File: config.mk
export PLATFORM = sky130hd
export DESIGN_NAME = burst_ram_arbiter
export DESIGN_NICKNAME = d
export VERILOG_FILES = /design/src/rtl/burst_ram_arbiter.sv
export SDC_FILE = /design/constraint.sdc
export NUM_CORES = 1
export LEC_CHECK = 0
export CAP_MARGIN = 40
export CORE_AREA = 8 8 163 165
export CTS_CLUSTER_SIZE = 40
export DETAILED_ROUTE_END_ITERATION = 8
export DIE_AREA = 0 0 171 173
export PLACE_DENSITY = 0.48
export SLEW_MARGIN = 5
export SYNTH_ARGS = -nofsm -noshare
export SYNTH_HDL_FRONTEND = slang
export SYNTH_SLANG_ARGS = --single-unit
File: constraint.sdc
create_clock -name clk -period 1.79 [get_ports clk]
set_input_delay 0.537 -clock clk [delete_from_list [all_inputs] [get_ports clk]]
set_output_delay 0.537 -clock clk [all_outputs]
set_load 0.005 [all_outputs]
File: src/rtl/burst_ram_arbiter.sv
// Round-robin arbiter sharing one BurstRAM between two burst requesters.
// Optional read watchdog enabled by defining BURST_RAM_ARB_TIMEOUT_EN.
module burst_ram_arbiter #(
    parameter int DEPTH_BITWIDTH = 4,
    parameter int BURST_COUNT    = 4,
    parameter int TIMEOUT_CYCLES = 64
) (
    input  logic                      clk,
    input  logic                      rst,
    input  logic                      m0_cmd,
    input  logic                      m0_cmd_en,
    input  logic [DEPTH_BITWIDTH-1:0] m0_addr,
    input  logic [63:0]               m0_wr_data,
    input  logic [7:0]                m0_data_mask,
    output logic                      m0_ack,
    output logic [63:0]               m0_rd_data,
    output logic                      m0_rd_data_valid,
    input  logic                      m1_cmd,
    input  logic                      m1_cmd_en,
    input  logic [DEPTH_BITWIDTH-1:0] m1_addr,
    input  logic [63:0]               m1_wr_data,
    input  logic [7:0]                m1_data_mask,
    output logic                      m1_ack,
    output logic [63:0]               m1_rd_data,
    output logic                      m1_rd_data_valid,
    output logic                      br_cmd,
    output logic                      br_cmd_en,
    output logic [DEPTH_BITWIDTH-1:0] br_addr,
    output logic [63:0]               br_wr_data,
    output logic [7:0]                br_data_mask,
    input  logic [63:0]               br_rd_data,
    input  logic                      br_rd_data_valid,
    input  logic                      br_busy,
    output logic                      timeout_err
);
    localparam int CW = $clog2(BURST_COUNT + 1);
    localparam logic [CW-1:0] LAST_BEAT = CW'(BURST_COUNT - 1);

    typedef enum logic [1:0] {
        S_IDLE  = 2'd0,
        S_ISSUE = 2'd1,
        S_WRITE = 2'd2,
        S_READ  = 2'd3
    } state_t;

    state_t          r_state, w_next_state;
    logic            r_owner, w_next_owner;
    logic            r_last_grant, w_next_last_grant;
    logic [CW-1:0]   r_beat_cnt, w_next_beat_cnt;
    logic            w_tmo_hit;
    logic            w_drive;
    logic            w_own_cmd;
    logic [DEPTH_BITWIDTH-1:0] w_own_addr;
    logic [63:0]     w_own_wr_data;
    logic [7:0]      w_own_mask;

    assign w_own_cmd     = r_owner ? m1_cmd       : m0_cmd;
    assign w_own_addr    = r_owner ? m1_addr      : m0_addr;
    assign w_own_wr_data = r_owner ? m1_wr_data   : m0_wr_data;
    assign w_own_mask    = r_owner ? m1_data_mask : m0_data_mask;

    // State, owner and beat counter registers
    always_ff @(posedge clk) begin
        if (rst) begin
            r_state      <= S_IDLE;
            r_owner      <= 1'b0;
            r_last_grant <= 1'b1;
            r_beat_cnt   <= '0;
        end else begin
            r_state      <= w_next_state;
            r_owner      <= w_next_owner;
            r_last_grant <= w_next_last_grant;
            r_beat_cnt   <= w_next_beat_cnt;
        end
    end

    // Arbitration and burst sequencing
    always_comb begin
        w_next_state      = r_state;
        w_next_owner      = r_owner;
        w_next_last_grant = r_last_grant;
        w_next_beat_cnt   = r_beat_cnt;
        case (r_state)
            S_IDLE: begin
                if (!br_busy && (m0_cmd_en || m1_cmd_en)) begin
                    // On a tie the requester not served last time wins
                    w_next_owner      = (m0_cmd_en && m1_cmd_en) ? ~r_last_grant : m1_cmd_en;
                    w_next_last_grant = w_next_owner;
                    w_next_state      = S_ISSUE;
                end else begin
                    w_next_state = S_IDLE;
                end
            end
            S_ISSUE: begin
                if (w_own_cmd) begin
                    w_next_beat_cnt = CW'(1);
                    w_next_state    = S_WRITE;
                end else begin
                    w_next_beat_cnt = '0;
                    w_next_state    = S_READ;
                end
            end
            S_WRITE: begin
                w_next_beat_cnt = r_beat_cnt + CW'(1);
                if (r_beat_cnt == LAST_BEAT) begin
                    w_next_state = S_IDLE;
                end else begin
                    w_next_state = S_WRITE;
                end
            end
            S_READ: begin
                if (br_rd_data_valid) begin
                    w_next_beat_cnt = r_beat_cnt + CW'(1);
                    w_next_state    = (r_beat_cnt == LAST_BEAT) ? S_IDLE : S_READ;
                end else if (w_tmo_hit) begin
                    w_next_state = S_IDLE;
                end else begin
                    w_next_state = S_READ;
                end
            end
            default: begin
                w_next_state = S_IDLE;
            end
        endcase
    end

    assign w_drive          = (r_state == S_ISSUE) || (r_state == S_WRITE);
    assign br_cmd_en        = (r_state == S_ISSUE);
    assign br_cmd           = w_drive ? w_own_cmd     : 1'b0;
    assign br_addr          = w_drive ? w_own_addr    : '0;
    assign br_wr_data       = w_drive ? w_own_wr_data : 64'd0;
    assign br_data_mask     = w_drive ? w_own_mask    : 8'd0;
    assign m0_ack           = (r_state == S_ISSUE) && !r_owner;
    assign m1_ack           = (r_state == S_ISSUE) && r_owner;
    assign m0_rd_data       = br_rd_data;
    assign m1_rd_data       = br_rd_data;
    assign m0_rd_data_valid = (r_state == S_READ) && !r_owner && br_rd_data_valid;
    assign m1_rd_data_valid = (r_state == S_READ) && r_owner && br_rd_data_valid;

`ifdef BURST_RAM_ARB_TIMEOUT_EN
    localparam int TW = $clog2(TIMEOUT_CYCLES + 1);
    logic [TW-1:0] r_tmo_cnt;
    logic          r_timeout_err;

    // The issue cycle counts as the first cycle of the read wait
    assign w_tmo_hit = (r_state == S_READ) && !br_rd_data_valid &&
                       (r_tmo_cnt == TW'(TIMEOUT_CYCLES - 1));

    // Read watchdog counter and sticky error flag
    always_ff @(posedge clk) begin
        if (rst) begin
            r_tmo_cnt     <= '0;
            r_timeout_err <= 1'b0;
        end else begin
            if (r_state == S_ISSUE) begin
                r_tmo_cnt <= TW'(1);
            end else if (r_state == S_READ) begin
                r_tmo_cnt <= br_rd_data_valid ? '0 : (r_tmo_cnt + TW'(1));
            end else begin
                r_tmo_cnt <= r_tmo_cnt;
            end
            if (w_tmo_hit) begin
                r_timeout_err <= 1'b1;
            end else begin
                r_timeout_err <= r_timeout_err;
            end
        end
    end

    assign timeout_err = r_timeout_err;
`else
    assign w_tmo_hit   = 1'b0 & (TIMEOUT_CYCLES < 0);
    assign timeout_err = 1'b0;
`endif

endmodule
-- After elaboration in Yosys (flattened, before gate mapping)
Index checks and enable logic that the tools add are counted.
- add/sub/neg operators: 1
- bitwise operators: 1
- reduce and logical (&&, ||, !) cells: 16
- eq/ne operators: 5
- mux-type cells: 18
- operators by type and width (cell ; number):
    $mux W64 ; 2
    $mux W8 ; 2
    $pmux W3 S3 ; 1
    $logic_and A1 B1 Y1 ; 8
    $mux W4 ; 2
    $pmux W2 S4 ; 1
    $mux W1 ; 6
    $mux W2 ; 3
    $eq A2 B2 Y1 const B ; 2
    $reduce_and A2 Y1 ; 2
    $add A3 B1 Y3 const B ; 1
    $eq A3 B2 Y1 const B ; 1
    $mux W3 ; 1
    $reduce_bool A3 Y1 ; 1
    $eq A2 B1 Y1 const B ; 1
    $logic_not A1 Y1 ; 2
    $logic_not A2 Y1 ; 1
    $logic_or A1 B1 Y1 ; 2
    $ne A2 B2 Y1 const B ; 1
    $not A1 Y1 ; 1
- flip-flop bits (word level): 7
- input port bits: 224

-- Logic depth before layout (Yosys ltp)
Gate-level depths: netlist (run 1).
- depth after elaboration: 4
- gate-level depth with buffers: 5
- mapped depth without buffers: 5

-- Worst setup path before layout (run 1)
No wires, ideal clock.
- path type: reg-to-output
- start: reg r_state[1]
- end: out br_data_mask[0]
- required time: 1.253 ns
- path buffers: 2
- stages on the path, launching flop included: 6
- arrival: 1.365 ns
- path slack: -0.112 ns
- cells stage by stage: dfxtp_1 > inv_1 > ha_1 > buf_1 > clkbuf_1 > nor2b_1
- word-level cells in the longest chain between the ends: 3
- elaborated cells on any way between the ends: 4
- those cells by class: eq/ne: 2; mux: 1; reduce/logical: 1
- RTL lines (what ; RTL line ; RTL):
    from (decl) ; 46 ; state_t r_state, w_next_state;
    from (signal assigned) ; 70 ; r_state <= w_next_state;
    $eq A2 B1 Y1 or $eq A2 B2 Y1 (tied branches) ; 127 ; assign w_drive = (r_state == S_ISSUE) || (r_state == S_WRITE);
    $logic_or A1 B1 Y1 * ; 127 ;
    $mux W8 * ; 132 ; assign br_data_mask = w_drive ? w_own_mask : 8'd0;
    to (decl) ; 30 ; output logic [7:0] br_data_mask,
Every way passes the cells marked *; elsewhere a longest branch is shown, timed or not.

-- Worst setup path in the final report (run 1)
- start: reg r_state[1]
- end: out br_wr_data[46]
- word-level cells in the longest chain between the ends: 3
- elaborated cells on any way between the ends: 4
- those cells by class: eq/ne: 2; mux: 1; reduce/logical: 1
- RTL lines (what ; RTL line ; RTL):
    $eq A2 B1 Y1 or $eq A2 B2 Y1 (tied branches) ; 127 ;
    $logic_or A1 B1 Y1 * ; 127 ;
    $mux W64 * ; 131 ; assign br_wr_data = w_drive ? w_own_wr_data : 64'd0;
    to (decl) ; 29 ; output logic [63:0] br_wr_data,
Marked as above.

==> metrics.yaml, run 1 <==
timing:
  fin_crit_ns: 2.07
  setup_viol: 79
  skew_ns: 0.00142
  rsz0062_at_grt: "yes"
  slew_violations: 0
  fmax_ghz: 0.484
  holdWs_ns: 0.451
  period_share: 1.15
  fin_ws_ns: -0.276
  finalHoldViolCount: 0
outcome:
  outcome: "complete, but fails checks"
  violations: "negative setup slack"
route:
  drc_errors: 0
  num_vias: 2778
  post_drt_wl_per_cell_um: 16.0
  wl_um: 13200
  drt_pass1_iterations: 4
  drtAntennaViolNets: 0
  drtIter0Drc: 37
  via_per_inst: 3.37
layout:
  syn2layout_area_growth_pct: 104
  layout_common_cells: "clkdlybuf4s50_1, mux2i_1, buf_2"
  fin_nets: 733
  final_common_cell: "clkdlybuf4s50_1"
  drive_gt1_frac: 0.419
  final_util: 0.233
  diodes: 0
worst_setup_path:
  critPathLaunchType: "register"
  cp-end-kind: "primary output"
  reg2regPathDepth: 7
  cp.arrival_ns: 1.53
  critPathRequiredTime_ns: 1.25
  crit_fanout: 5
  crit_type: "reg -> out"
place:
  place_ws_ns: -0.569
  dp_hpwl_um: 10200
  place.gp.congestion: 0.687
  placement.io_buffers: 241
floorplanning:
  ios: 435
  die_w_um: 171
  initial_core_util: 0.114
  die_area_um2: 29600
  num_rows: 57
  core_um2: 24000
  die_h_um: 173
yosys:
  yosysTopAreaCellShare: 0.357
  synth_fp_nets: 580
  synth_edf_count: 0
  syn_area_um2: 2730
  synth.area.top_cells: "buf_4, mux2i_1, nor2b_1, dfxtp_1, ha_1"
  synth_cell_type_count: 27
  syn_inst: 349
  synth.ff_latch_count: 7
  synth.largest_area_cell: "buf_4"
  ys_warn_count: 0
  synthFlopType: "dfxtp_1"
  synth-async-reset-ratio: 0
  ys_seq_area_frac: 0.0513
  avgSynthCellArea_um2: 7.83
clocking:
  clockBufferDepth: 2
  h-tree-depth: 1
  cts-buffers-inserted: 3
  cts.clk_slew.worst_paths_ns: 0.04
  clock_latency_ns: 0.23
  cts_root_buf: "clkbuf_16"
  cts_tree: "built"
  cts.sinks: 7
  hold_buffers: 0
global_routing:
  antenna_found_initial: 0
  track_usage: 0.0820
  grt_first_pass_wirelength_um: 18900
  grt-ovfl-total: 0
  grt_max_degree: 13
  first_global_vias: 3226
power_and_ir_drop:
  peakVddDrop_uv: 346
  p_per_area_nw_per_um2: 709
  p_leak_nw: 2.17
worst_hold_path:
  hold_path_depth: 2
  hold_class: "reg -> reg"
job:
  max_cap_violations: 0
metrics by stage:
step / instance area [µm²] / setup TNS (ns) / cells / power (mW)
finish: 5590 / -15.14 / 825 / 3.96
global placement: 4850 / -37.06 / 798 / 2.67
floorplan: 2730 / -1.26 / 349 / 1.27
global route: 5590 / -20.24 / 825 / 4.24
CTS: 5120 / -16.96 / 825 / 3.63
detailed placement: 4850 / -36.95 / 798 / 2.64
metal layers:
metal | wire, µm | global-route usage | vias to the layer above
met5 | 0 | 0 | -
met4 | 860 | 0.0518 | 0
met3 | 1640 | 0.0353 | 64
met2 | 6380 | 0.144 | 177
met1 | 4290 | 0.0771 | 1218
li1 | - | - | 1319
Yosys cell counts, types with 2 or more instances:
library cell,instances
ha_1,7
nand2_1,6
buf_2,7
mux2i_1,78
dfxtp_1,7
inv_1,3
nor2_1,2
a211oi_1,3
clkbuf_1,8
nor2b_1,79
buf_4,130
or3_1,2
a21oi_1,3
registers in the layout, summed over array words and instances (netlist names):
name	flops
r_last_grant	1
r_owner	1
r_state	2
r_beat_cnt	3
final cells by class:
class | instances | area, µm²
fill | 2676 | 18400
tap | 324 | 405
multi-input combinational | 193 | 2030
sequential | 7 | 146
inverter | 3 | 11.3
timing repair buffer | 294 | 2910
clock buffer | 4 | 78.8
cells by family after synthesis:
| kind of cell | after synthesis | share of synthesized area |
|---|---|---|
| DFF | 7 | 0.0513 |
| AOI/OAI and AO/OA | 10 | 0.0247 |
| adders and majority gates | 7 | 0.0320 |
| and+or+nand+nor | 97 | 0.218 |
| muxes | 78 | 0.286 |
| other | 1 | 0.00137 |
| buffers and inverters | 149 | 0.386 |
what timing repair did:
item                       in CTS  in global routing
buffers inserted               20                  2
setup endpoints to repair      84                 80
gates resized for setup       369                 90
pin swaps                       3                  1
gates cloned                    7                  1
report_power, final:
part           internal (mW)  switching (mW)
registers              0.180          0.0159
clock network          0.297          0.0873
logic                   2.23            1.15
total                   2.71            1.25
critical path: stages, from the launching register on:
cell and delay [ns]:
dfxtp_2 0.33, inv_2 0.05, ha_4 0.31, buf_12 0.13
buf_8 0.12, buf_16 0.11, nor2b_4 0.14, buf_6 0.10
final timing paths:
| kind | start | end | slack, ns |
|---|---|---|---|
| worst max-delay path | r_state[1] | br_wr_data[46] | -0.28 |
| worst min-delay path | r_beat_cnt[2] | r_beat_cnt[2] | 0.45 |
| worst max register to register | r_state[1] | r_beat_cnt[0] | 0.08 |
| worst min register to register | r_beat_cnt[2] | r_beat_cnt[2] | 0.45 |
Note: power is estimated with default switching activity, not from simulation.
==> run 2: changes to the inputs <==
--- a/config.mk
+++ b/config.mk
@@ -5,12 +5,11 @@
 export SDC_FILE = /design/constraint.sdc
 export NUM_CORES = 1
 export LEC_CHECK = 0
-export CAP_MARGIN = 40
+export CAP_MARGIN = 20
 export CORE_AREA = 8 8 163 165
 export CTS_CLUSTER_SIZE = 40
 export DETAILED_ROUTE_END_ITERATION = 8
 export DIE_AREA = 0 0 171 173
-export PLACE_DENSITY = 0.48
 export SLEW_MARGIN = 5
 export SYNTH_ARGS = -nofsm -noshare
 export SYNTH_HDL_FRONTEND = slang
==> run 2 against run 1 <==
  * The flow still finishes with violations (negative setup slack)
  * First-iteration DRC count is 11% lower
  * Routed wire length is 7.4% higher
  * Fmax hardly changed
  * Power is 0.10% lower
  * Count of clock-buffer cells in the layout stayed put
  * Sequential power hardly changed
  * Global-route usage is 0.17 points higher
  * Flip-flop and latch count stayed put
  * Sequential share of layout area hardly changed
  * Non-clock buffer count is 8 higher
  * Combinational power hardly changed
  * Critical path type unchanged
  * Highest routed layer unchanged
==> metrics.yaml, run 2 (synthesis results as in run 1) <==
outcome:
  outcome: "complete, but fails checks"
  violations: "negative setup slack"
timing:
  fin_crit_ns: 2.07
  holdWs_ns: 0.448
  rsz0062_at_grt: "yes"
  finalHoldViolCount: 0
  fin_ws_ns: -0.276
  period_share: 1.15
  slew_violations: 0
  fmax_ghz: 0.484
  setup_viol: 79
  skew_ns: 0.000324
  tns_ns: -18.03
worst_setup_path:
  critPathRequiredTime_ns: 1.25
  r2r-start: "r_state[1]"
  worst-path-buf-inv: 5
  crit_type: "reg -> out"
  worstPathCellList: "inv_2 > ha_4 > buf_12 > buf_6 > clkbuf_16 > nor2b_1 > buf_2"
  reg2regPathDepth: 9
  critical-path-max-stage-delay_ns: 0.32
  cp-end-kind: "primary output"
  crit_fanout: 6
  cp.arrival_ns: 1.53
  critPathTopFamily: "buffers and inverters"
  critPathLaunchType: "register"
  cp_slowest_cell: "dfxtp_2"
  r2r-end: "r_beat_cnt[0]"
  r2r_slack_ns: -0.03
global_routing:
  first_global_vias: 3142
  grt_first_pass_wirelength_um: 19100
  grt-ovfl-total: 0
  grt_max_degree: 28
  track_usage: 0.0837
  antenna_found_initial: 0
power_and_ir_drop:
  peakVddDrop_uv: 280
  p_leak_nw: 2.22
  p_per_area_nw_per_um2: 704
route:
  drtIter0Drc: 33
  num_vias: 2791
  post_drt_wl_per_cell_um: 17.0
  drc_errors: 0
  wl_um: 14100
  drt_pass1_iterations: 4
  via_per_inst: 3.35
  drtAntennaViolNets: 0
layout:
  top_register: "r_beat_cnt"
  diodes: 0
  syn2layout_area_growth_pct: 106
  largestRegisters: "r_beat_cnt (3), r_state (2)"
  final_common_cell: "clkdlybuf4s50_1"
  layout_common_cells: "clkdlybuf4s50_1, mux2i_1, buf_2"
  largest_reg_flops: 3
  drive_gt1_frac: 0.432
  fin_nets: 741
clocking:
  clockBufferDepth: 2
  cts-buffers-inserted: 3
  h-tree-depth: 1
  clock_latency_ns: 0.23
  cts_root_buf: "clkbuf_16"
  cts_tree: "built"
  cts.sinks: 7
  cts.clk_slew.worst_paths_ns: 0.03
  hold_buffers: 0
floorplanning:
  die_area_um2: 29600
  initial_core_util: 0.114
  die_h_um: 173
  core_um2: 24000
  die_w_um: 171
  num_rows: 57
  ios: 435
worst_hold_path:
  min_to: "r_beat_cnt[2]"
  hold_class: "reg -> reg"
  hold_path_depth: 2
  hold_start: "r_beat_cnt[2]"
place:
  dp_hpwl_um: 10500
  placement.io_buffers: 241
  place.gp.congestion: 0.684
  place_ws_ns: -0.584
job:
  max_cap_violations: 0
-- run 2: how the worst max path moves through the flow --
stage | start | end | slack (ns) | cells after the start
after detailed placement | m1_wr_data[0] | br_wr_data[0] | -0.58 | 4
after global placement | m1_wr_data[0] | br_wr_data[0] | -0.59 | 4
after CTS | r_state[1] | br_data_mask[3] | -0.37 | 7
after floorplan | r_state[1] | br_data_mask[0] | -0.04 | 5
final | r_state[1] | br_wr_data[44] | -0.28 | 7
after global routing | r_state[1] | br_wr_data[30] | -0.34 | 7
-- run 2: metrics by stage --
| step | instances | power, mW | utilization | area (µm²) |
|---|---|---|---|---|
| final | 833 | 3.96 | 0.235 | 5620 |
| after global routing | 833 | 4.24 | 0.235 | 5620 |
| after CTS | 822 | 3.64 | 0.214 | 5120 |
| after detailed placement | 799 | 2.64 | 0.201 | 4820 |
| after global placement | 799 | 2.65 | 0.201 | 4820 |
| after floorplan | 349 | 1.27 | - | 2730 |
-- run 2: what timing repair did --
item / CTS / global route
buffers inserted: 14 / 11
gates cloned: 6 / 3
endpoints found under the hold margin: 0 / 0
gates resized for setup: 387 / 83
pin swaps: 4 / 2
setup endpoints to repair: 85 / 83
-- run 2: area by class of cell --
type,count,area (µm²)
fill,2660,18300
multi-input combinational,193,2040
tap,324,405
timing repair buffer,302,2940
clock buffer,4,78.8
sequential,7,146
inverter,3,11.3
-- run 2: power breakdown --
| part | internal [mW] | total [mW] | switching, mW | leakage [nW] |
|---|---|---|---|---|
| clock | 0.296 | 0.377 | 0.0808 | 0.0382 |
| combinational | 2.21 | 3.38 | 1.17 | 2.12 |
| sequential | 0.180 | 0.197 | 0.0174 | 0.0587 |
-- run 2: metal layers --
metal	vias to the layer above	wire length, µm	global-route usage
met5	-	0	0
met4	0	554	0.0337
met3	54	1550	0.0348
met2	191	7200	0.148
met1	1214	4830	0.0853
li1	1332	-	-
-- run 2: worst reg2reg max path: stages (launching register included) --
cell,delay [ns]
dfxtp_2,0.32
inv_2,0.05
ha_4,0.29
buf_12,0.12
buf_12,0.14
buf_6,0.12
buf_6,0.09
mux2i_4,0.07
or4_1,0.41
a31oi_1,0.13
